`config.mk`:
```
export PLATFORM = sky130hd
export DESIGN_NAME = seq_shift_add_mult
export DESIGN_NICKNAME = d
export VERILOG_FILES = /design/src/rtl/seq_mult_pkg.sv /design/src/rtl/seq_mult_ctrl.sv /design/src/rtl/seq_shift_add_mult.sv
export SDC_FILE = /design/constraint.sdc
export NUM_CORES = 1
export LEC_CHECK = 0
export CAP_MARGIN = 20
export CORE_ASPECT_RATIO = 1.25
export CORE_MARGIN = 4
export CORE_UTILIZATION = 57
export DETAILED_ROUTE_END_ITERATION = 10
export GPL_ROUTABILITY_DRIVEN = 0
export HOLD_SLACK_MARGIN = 0.05
export PLACE_DENSITY = 0.83
export SETUP_SLACK_MARGIN = 0.2
export SLEW_MARGIN = 20
export SYNTH_ARGS = -nofsm -noshare
export SYNTH_HDL_FRONTEND = slang
export SYNTH_SLANG_ARGS = --single-unit
```
`constraint.sdc`:
```
create_clock -name clk -period 3.8 [get_ports clk]
set_clock_uncertainty 0.1 [all_clocks]
set_input_delay 0.76 -clock clk [delete_from_list [all_inputs] [get_ports clk]]
set_output_delay 0.76 -clock clk [all_outputs]
set_load 0.05 [all_outputs]
```
`src/rtl/seq_mult_pkg.sv`:
```
// -----------------------------------------------------------------------------
// seq_mult_pkg
// Shared definitions for the sequential shift-and-add multiplier.
//   - FSM state encoding (IDLE / RUN / DONE)
//   - clog2 helper used to size the iteration counter
// No ports.
// -----------------------------------------------------------------------------
package seq_mult_pkg;

  localparam logic [1:0] ST_IDLE = 2'd0;
  localparam logic [1:0] ST_RUN  = 2'd1;
  localparam logic [1:0] ST_DONE = 2'd2;

  // Ceiling log2; clog2(1) = 0.
  function automatic int clog2(input int value);
    int r;
    r = 0;
    for (int v = value - 1; v > 0; v = v >> 1) begin
      r = r + 1;
    end
    return r;
  endfunction

endpackage

```
`src/rtl/seq_mult_ctrl.sv`:
```
// -----------------------------------------------------------------------------
// seq_mult_ctrl
// Control FSM for the sequential multiplier: sequences one multiplication
// through IDLE -> RUN (WIDTH cycles) -> DONE -> IDLE and drives the datapath
// enables.
//
// Ports:
//   clk     in   rising-edge clock
//   reset   in   asynchronous, active-low reset
//   start   in   request, only honoured in IDLE
//   busy    out  high in RUN and DONE
//   done    out  registered one-cycle pulse, coincides with prod becoming valid
//   load    out  capture operands / clear accumulator (accepted start)
//   step    out  perform one add-and-shift iteration
//   last    out  current step is the final (WIDTH-th) iteration
//   capture out  copy accumulator into the product register
// -----------------------------------------------------------------------------
module seq_mult_ctrl
  import seq_mult_pkg::*;
#(
  parameter int WIDTH = 8
) (
  input  logic clk,
  input  logic reset,
  input  logic start,
  output logic busy,
  output logic done,
  output logic load,
  output logic step,
  output logic last,
  output logic capture
);

  localparam int CNT_W = clog2(WIDTH + 1);

  logic [1:0]       state;
  logic [1:0]       state_nxt;
  logic [CNT_W-1:0] cnt;

  // State register
  always_ff @(posedge clk or negedge reset) begin
    if (!reset) begin
      state <= ST_IDLE;
    end else begin
      state <= state_nxt;
    end
  end

  // Next-state logic
  always_comb begin
    state_nxt = state;
    case (state)
      ST_IDLE: if (start) state_nxt = ST_RUN;
      ST_RUN:  if (last)  state_nxt = ST_DONE;
      ST_DONE: state_nxt = ST_IDLE;
      default: state_nxt = ST_IDLE;
    endcase
  end

  // Output decode
  always_comb begin
    busy    = (state == ST_RUN) || (state == ST_DONE);
    load    = (state == ST_IDLE) && start;
    step    = (state == ST_RUN);
    // Counter runs 0..WIDTH-1 across the RUN cycles, so RUN lasts WIDTH cycles.
    last    = (state == ST_RUN) && (cnt == CNT_W'(WIDTH - 1));
    capture = (state == ST_DONE);
  end

  // Iteration counter
  always_ff @(posedge clk or negedge reset) begin
    if (!reset) begin
      cnt <= '0;
    end else if (load) begin
      cnt <= '0;
    end else if (step) begin
      cnt <= cnt + CNT_W'(1);
    end
  end

  // done is registered so it rises together with the freshly loaded prod.
  always_ff @(posedge clk or negedge reset) begin
    if (!reset) begin
      done <= 1'b0;
    end else begin
      done <= capture;
    end
  end

endmodule

```
`src/rtl/seq_shift_add_mult.sv`:
```
// -----------------------------------------------------------------------------
// seq_shift_add_mult
// Parametrised sequential shift-and-add multiplier with start/busy/done
// handshake. One multiplication in flight; result after a fixed latency
// (done high in the cycle after edge T+WIDTH+1 for a start accepted at T).
//
// Optional feature macro: SEQ_SHIFT_ADD_MULT_SIGNED_EN
//   When defined, adds input signed_mode; with signed_mode=1 the operands are
//   two's complement and prod is the signed 2*WIDTH-bit product.
//
// Ports:
//   clk          in   rising-edge clock
//   reset        in   asynchronous, active-low reset
//   start        in   request, sampled only when idle
//   signed_mode  in   (macro only) signed operation, captured on accept
//   mcand        in   multiplicand, captured on accepted start
//   mplier       in   multiplier, captured on accepted start
//   busy         out  operation in progress (RUN or DONE)
//   done         out  one-cycle pulse when prod becomes valid
//   prod         out  product, held until the next accepted start
// -----------------------------------------------------------------------------
module seq_shift_add_mult
  import seq_mult_pkg::*;
#(
  parameter int WIDTH = 8
) (
  input  logic                 clk,
  input  logic                 reset,
  input  logic                 start,
`ifdef SEQ_SHIFT_ADD_MULT_SIGNED_EN
  input  logic                 signed_mode,
`endif
  input  logic [WIDTH-1:0]     mcand,
  input  logic [WIDTH-1:0]     mplier,
  output logic                 busy,
  output logic                 done,
  output logic [2*WIDTH-1:0]   prod
);

  logic [WIDTH-1:0]   mc_reg;
  logic [WIDTH-1:0]   mp_reg;
  logic [2*WIDTH-1:0] acc;
  logic               signed_q;
  logic               load;
  logic               step;
  logic               last;
  logic               capture;

  seq_mult_ctrl #(
    .WIDTH (WIDTH)
  ) u_ctrl (
    .clk     (clk),
    .reset   (reset),
    .start   (start),
    .busy    (busy),
    .done    (done),
    .load    (load),
    .step    (step),
    .last    (last),
    .capture (capture)
  );

  // One iteration: add (or subtract) the multiplicand into the upper half
  // using a WIDTH+1-bit sum so the carry / true sign is kept, then shift the
  // whole accumulator right by one with that extra bit entering at the top.
  // sext selects sign extension of both addends (signed mode); otherwise the
  // extension bit is zero and this is the plain unsigned algorithm.
  function automatic logic [2*WIDTH-1:0] step_acc(
    input logic [2*WIDTH-1:0] acc_in,
    input logic [WIDTH-1:0]   mc,
    input logic               add,
    input logic               sub,
    input logic               sext
  );
    logic signed [WIDTH:0] hi;
    logic signed [WIDTH:0] mcx;
    logic signed [WIDTH:0] sum;
    hi  = {sext & acc_in[2*WIDTH-1], acc_in[2*WIDTH-1:WIDTH]};
    mcx = {sext & mc[WIDTH-1], mc};
    if (!add) begin
      sum = hi;
    end else if (sub) begin
      sum = hi - mcx;
    end else begin
      sum = hi + mcx;
    end
    return {sum, acc_in[WIDTH-1:1]};
  endfunction

`ifdef SEQ_SHIFT_ADD_MULT_SIGNED_EN
  always_ff @(posedge clk or negedge reset) begin
    if (!reset) begin
      signed_q <= 1'b0;
    end else if (load) begin
      signed_q <= signed_mode;
    end
  end
`else
  assign signed_q = 1'b0;
`endif

  // Datapath registers. In signed mode the multiplier MSB has negative
  // weight, so the final iteration subtracts instead of adding.
  always_ff @(posedge clk or negedge reset) begin
    if (!reset) begin
      mc_reg <= '0;
      mp_reg <= '0;
      acc    <= '0;
      prod   <= '0;
    end else begin
      if (load) begin
        mc_reg <= mcand;
        mp_reg <= mplier;
        acc    <= '0;
      end else if (step) begin
        acc    <= step_acc(acc, mc_reg, mp_reg[0], signed_q & last, signed_q);
        mp_reg <= mp_reg >> 1;
      end
      if (capture) begin
        prod <= acc;
      end
    end
  end

endmodule

```
== Yosys cells after proc, flatten, opt, wreduce, memory -nomap -nowiden ==
Cells that the tools add are included.
Widths: inputs -> output; s select.
Storage, ports and cells
  register bits: 55
  output and inout bits: 18
  bits of input ports: 19
Cells by class
  reduce and logical (&&, ||, !) cells: 6
  $add $sub $neg: 2
  muxes and demuxes: 10
  eq/ne operators: 5
Operators with widths (count)
  $mux 16: 2
  $mux 8: 2
  $add 8x8->9: 1
  $mux 9: 1
  $mux 4: 2
  $add 4x1->4 const B: 1
  $eq 4x3->1 const B: 1
  $mux 2: 2
  $pmux 2 s2: 1
  $eq 2x1->1 const B: 1
  $eq 2x2->1 const B: 1
  $logic_and 1x1->1: 2
  $logic_not 2->1: 1
  $ne 2x1->1 const B: 1
  $ne 2x2->1 const B: 1
  $reduce_and 2->1: 1
  $reduce_bool 2->1: 1
  $logic_or 1x1->1: 1

== Longest topological paths before layout ==
Gate-level depths: netlist of the first run.
  depth in word-level cells: 4
  gate-level depth with buffers: 8
  mapped depth without buffers: 8

== Cells and area by module ==
From an unflattened synthesis of the first run, not the netlist that was laid out.
Unflattened totals
  cells, all modules: 226
  area total of the unflattened synthesis: 2668.8 sq um
By module, submodules not included
  seq_shift_add_mult: seq. area each 1201.2 sq um, instances 1, cells an instance 191, area each 2275.9 sq um
  seq_mult_ctrl: seq. area each 175.2 sq um, instances 1, cells an instance 35, area each 392.9 sq um

== Worst setup path before layout of the first run ==
OpenSTA, ideal clock, no wires.
  path type: reg-to-reg
  start: reg acc[8]
  end: reg acc[15]
  setup time: 0.095 ns
  cell stages (with the launch flop): 9
  clock period less this slack: 1.838 ns
  slack: 1.962 ns
  data arrival time: 1.643 ns
  buffers on the path: 0
  cell sequence: dfrtp_1 > ha_1 > inv_1 > fa_1 > nor2b_4 > o31a_4 > o21ai_2 > nor4b_2 > o31ai_1
On the way
  longest elaborated chain between the ends: 4
RTL lines
  from (decl): RTL line seq_shift_add_mult.sv:42  | logic [2*WIDTH-1:0] acc;
  from (signal assigned): RTL line seq_shift_add_mult.sv:116  | acc <= step_acc(acc, mc_reg, mp_reg[0], signed_q & last, signed_q);
  $add 8x8->9: RTL line seq_shift_add_mult.sv:85  | sum = hi + mcx;
  $mux 9: RTL line seq_shift_add_mult.sv:80  | if (!add) begin
  $mux 16: RTL line seq_shift_add_mult.sv:115  | end else if (step) begin
  $mux 16: RTL line seq_shift_add_mult.sv:111  | if (load) begin
No other way between the ends. The select of a mux whose other input is x is not followed.
A chain may end at the register's enable or synchronous reset.

== Worst setup path after layout of the first run ==
  start: reg u_ctrl.state[0]
  end: out busy
On the way
  longest elaborated chain between the ends: 2
  elaborated cells on any way between the ends: 3
  classes of those cells: eq/ne: 2; reduce/logical: 1
RTL lines
  from (decl): RTL line seq_mult_ctrl.sv:36  | logic [1:0] state;
  from (signal assigned): RTL line seq_mult_ctrl.sv:45  | state <= state_nxt;
  $eq 2x1->1 or $eq 2x2->1 (tied branches): RTL line seq_mult_ctrl.sv:62  | busy = (state == ST_RUN) || (state == ST_DONE);
  $logic_or 1x1->1 (*): RTL line seq_mult_ctrl.sv:62
  to (decl): RTL line seq_shift_add_mult.sv:35  | output logic busy,
Mark *: on every way between the ends. The rest lies on a longest branch, timed or not.

==> flow_summary.yaml, run 1 <==
power_and_ir_drop:
  powerDensity_nw_per_um2: 818
  ir_drop_v: 0.000754
  p_leak_nw: 1.49
yosys:
  syn_avg_cell_area_um2: 11.1
  netlist_area_um2: 2670
  synth_edf_count: 0
  ys_seq_elements: 55
  yosysWarnings: 0
  yosysTopAreaCell: "dfrtp_1"
  yosys-top-cells-count: "55 x dfrtp_1, 35 x nand2_1, 21 x mux2i_1"
  synth.most_common_cell: "dfrtp_1"
  synth-async-reset-ratio_pct: 100
  synth_flop_cell: "dfrtp_1"
  yosysTopAreaCellShare_pct: 51.5
  synthesis.instances: 240
  ys_types: 35
  synth_area_leaders: "dfrtp_1 52%, mux2i_1 7.9%, mux2_2 7.2%, ha_1 6.1%, nand2_1 4.9%"
  syn_nets: 273
  synth_seq_area_share_pct: 51.5
timing:
  rsz0062_at_grt: "false"
  relSlewSlack_pct: 36.5
  hold_viol: 0
  finalSetupTns_ps: 0
  period_share_pct: 71.2
  drv_slew: 0
  tightest_slew_ps: 953
  setup_viol: 0
  max_freq_ghz: 0.370
  finalCriticalPeriod_ps: 2700
cts:
  ctsResizeCount: 0
  cts_buffers: 5
  clk_latency_ps: 310
  root_buffer: "clkbuf_8"
  clkTransAtPathRegs_ps: 100
  post_cts_buffers: 0
  holdBufCountCts: 0
  clockBufferDepth: 2
  h-tree-depth: 2
  cts.sinks: 55
  cts_tree: "built"
route:
  routed_via_density: 5.46
  routed_wl_mm: 4.81
  drcViolationCount: 0
  num_vias: 1802
  dr.pass1.iters: 4
  routedWlPerCell_um: 14.6
  postRouteAntennaNets: 0
  dr.first_iter.drc_count: 125
critical_path:
  cp_max_fo: 4
  required_ps: 2940
  crit_path_top_delay_cell: "clkdlybuf4s50_1"
  startpoint_type: "flip-flop"
  cp_cell_sequence: "inv_1 > ha_1 > clkdlybuf4s50_1"
  max_stage_delay_ps: 790
  cp.arrival_ps: 1840
  crit_type: "flip-flop to output pin"
  cp-end-kind: "output pin"
final_layout:
  diodes: 0
  final_area_um2: 3170
  fillers: 340
  drive_above_1_share_pct: 12.5
  multiInputGateArea_um2: 1210
  nNetsFinal: 304
  final_util_pct: 71.0
  finalNonFillerCells: 330
  area.sequential_um2: 1380
  area_delta_synth_final_pct: 18.6
  top_regs: "acc x16, prod x16"
global_route:
  gr-total-overflow: 0
  track_usage_pct: 17.8
  grt_pass1_wl_mm: 8.59
  first_global_vias: 1812
  grt_antenna_before_repair: 0
  grt_max_degree: 43
placement:
  dp_cells: 322
  portBuffers: 36
  placed_area_um2: 3050
  dp_hpwl_mm: 3.30
floorplanning:
  num_rows: 27
  start_util_pct: 59.9
  die_y_um: 84.5
  die-width_um: 69.2
  die_area_um2: 5850
  coreArea_um2: 4460
  num_io_pins: 37
worst_hold_path:
  hold_path_class: "flip-flop to flip-flop"
outcome:
  status: "complete, no violations"
job:
  maxCapViolCount: 0
-- kinds of logic after synthesis --
kind of cell	count (synthesis)	synth area share, %
AOI/OAI and AO/OA	35	8.76
xor gates and xnor gates	7	2.30
adders and majority gates	14	6.84
buffers and inverters	19	3.19
DFF	55	51.5
muxes	38	15.0
and+or+nand+nor	72	12.3
-- critical path, delay by kind of cell (launching register included) --
family     cells  cell delay [ps]
fa+ha+maj      1              280
flops          1              370
buf+inv        2              880
-- power by group --
part           leakage (nW)  switching, W  internal, W
clock network        0.0587      0.000203     0.000200
logic                 0.710      0.000697     0.000535
registers             0.726      0.000162     0.000793
total                  1.49       0.00106      0.00153
-- layout make-up --
| type | instances | area share [%] |
|---|---|---|
| clock buffers | 5 | 2.17 |
| clock inverters | 3 | 1.50 |
| well taps | 58 | 2.29 |
| inverters | 5 | 0.593 |
| multi-input cells | 166 | 38.3 |
| repair buffers | 38 | 11.7 |
| flip-flops and latches | 55 | 43.5 |
-- worst paths after layout --
check | start | to | slack [ps] | cells past startpoint
hold reg to reg | mc_reg[4] | mc_reg[4] | 400 | 2
min in group asynchronous | reset | mc_reg[1] | 470 | 1
setup / recovery | u_ctrl.state[0] | busy | 1100 | 3
setup reg to reg | u_ctrl.state[1] | acc[15] | 1700 | 4
max in group asynchronous | reset | prod[1] | 2390 | 2
hold / removal | mc_reg[4] | mc_reg[4] | 400 | 2
-- stage by stage --
stage                     setup slack (ps)  hold slack, ps  power, W
final                                 1100             395   0.00259
after floorplan                       1960             352   0.00191
after detailed placement              1450             370   0.00221
after global routing                  1020             425   0.00279
after global placement                1460             367   0.00216
after CTS                             1080             397   0.00262
-- cell usage in the layout (no fill, tap or decap), drive strengths merged, types with 2 or more instances in the layout --
master / n
clkdlybuf4s50: 35
xor2: 3
buf: 3
mux2: 17
a211oi: 5
nand4: 2
nor2b: 4
a21o: 2
clkbuf: 5
o21ai: 13
ha: 13
mux2i: 21
nand3b: 4
nand2: 35
o21a: 3
a21oi: 4
nand3: 4
o22ai: 2
nor2: 20
a31oi: 2
dfrtp: 55
xnor2: 4
inv: 6
-- routing by layer --
layer,up-vias,routed length [um],global-route usage (%),part of all wire [%]
met1,877,2170,22.5,45
li1,887,-,-,-
met2,33,2420,30.9,50
met4,0,57,5.51,1.2
met3,5,168,3.35,3.5
met5,-,0,0,0
Power figures use the tool's default switching activity.
==> inputs of run 2 (changes only) <==
Settings changed: CORE_UTILIZATION 57 to 54, PLACE_DENSITY 0.83 to 0.79.
Clock period 3.8 ns to 2.6 ns, I/O delays scaled along.
==> flow_summary.yaml, run 2 (same netlist as run 1, synthesis figures left out) <==
outcome:
  status: "complete, no violations"
final_layout:
  final_common_cell: "dfrtp_1"
  top_regs: "acc x16, prod x16"
  diodes: 0
  final_cell_mix: "55 x dfrtp_1, 35 x nand2_1, 34 x clkdlybuf4s50_1"
  nNetsFinal: 308
  fillers: 396
  drive_above_1_share_pct: 13.4
  area_delta_synth_final_pct: 19.6
global_route:
  track_usage_pct: 17.7
  first_global_vias: 1980
  grt_max_degree: 56
  grt_pass1_wl_mm: 8.74
  gr-total-overflow: 0
  grt_antenna_before_repair: 0
critical_path:
  cp_max_fo: 4
  cp-end-kind: "output pin"
  required_ps: 1980
  cp.arrival_ps: 1560
  startpoint_type: "flip-flop"
  crit_type: "flip-flop to output pin"
placement:
  dp_hpwl_mm: 3.46
  preCtsSetupSlack_ps: 491
  portBuffers: 36
timing:
  max_freq_ghz: 0.458
  rsz0062_at_grt: "false"
  fin_ws_ps: 418
  finalSetupTns_ps: 0
  drv_slew: 0
  relSlewSlack_pct: 54.8
  hold_viol: 0
  finalCriticalPeriod_ps: 2180
  period_share_pct: 83.9
  setup_viol: 0
  tightest_slew_ps: 677
  fin_hold_ws_ps: 213
power_and_ir_drop:
  finalPower_w: 0.00381
  p_leak_nw: 1.52
  powerDensity_nw_per_um2: 1190
  ir_drop_v: 0.000674
floorplanning:
  die_area_um2: 6140
  num_rows: 28
  num_io_pins: 37
  start_util_pct: 56.0
  coreArea_um2: 4760
  die-width_um: 70.9
  die_y_um: 86.6
route:
  routed_wl_mm: 5.00
  dr.pass1.iters: 4
  num_vias: 1823
  routedWlPerCell_um: 14.9
  routed_via_density: 5.43
  drcViolationCount: 0
  postRouteAntennaNets: 0
  dr.first_iter.drc_count: 104
cts:
  cts.sinks: 55
  clk_latency_ps: 310
  cts_buffers: 5
  ctsResizeCount: 1
  clockBufferDepth: 2
  clkTransAtPathRegs_ps: 110
  root_buffer: "clkbuf_8"
  holdBufCountCts: 0
  h-tree-depth: 2
  post_cts_buffers: 0
  cts_tree: "built"
worst_hold_path:
  hold_path_class: "input pin to async pin"
job:
  maxCapViolCount: 0
run 2: cell types whose count changed in the layout (fill, tap and decap cells not counted), sizes merged:
cell and change:
buf +4, dlygate4sd2 +1, clkdlybuf4s50 -1
run 2: final timing paths:
| path | start | slack, ps | cells after the start | endpoint |
|---|---|---|---|---|
| setup / recovery | u_ctrl.state[1] | 420 | 3 | busy |
| hold / removal | reset | 210 | 2 | mc_reg[1] |
| setup reg to reg | acc[8] | 520 | 8 | acc[11] |
| hold reg to reg | mc_reg[5] | 400 | 2 | mc_reg[5] |
| max in group asynchronous | reset | 1720 | 2 | mp_reg[6] |
| min in group clk | mc_reg[5] | 400 | 2 | mc_reg[5] |
run 2: cell type report:
cell class,count,area (um2),share of cell area [%]
Tap cell,60,75.1,2.35
Clock inverter,3,47.5,1.49
Inverter,5,18.8,0.588
Timing Repair Buffer,42,399,12.5
Multi-Input combinational cell,166,1210,37.8
Clock buffer,5,68.8,2.15
Sequential cell,55,1380,43.1
run 2: worst max-delay path: stages (launching register included):
cell and delay (ps):
dfrtp_1 370, inv_1 90, ha_1 270, dlygate4sd2_1 520
run 2: report_power, final:
part | switching (W) | total (W) | leakage [nW] | internal (W)
clock | 0.000297 | 0.000589 | 0.0587 | 0.000292
combinational | 0.00103 | 0.00182 | 0.734 | 0.000788
sequential | 0.000242 | 0.00140 | 0.726 | 0.00116
total | 0.00157 | 0.00381 | 1.52 | 0.00224
run 2: per-layer routing:
metal / share of wire (%) / wire [um] / global-route usage [%]
met5: 0 / 0 / 0
met4: 2.0 / 102 / 6.32
met3: 3.4 / 169 / 3.71
met2: 51 / 2550 / 32.1
met1: 44 / 2180 / 20.7
run 2: stage by stage:
step / cell area, um2 / utilization (%) / instances
6_report: 3190 / 67.0 / 336
5_1_grt: 3190 / 67.0 / 336
2_1_floorplan: 2670 / - / 240
3_3_place_gp: 3080 / 64.6 / 328
3_5_place_dp: 3080 / 64.6 / 328
4_1_cts: 3190 / 67.0 / 336
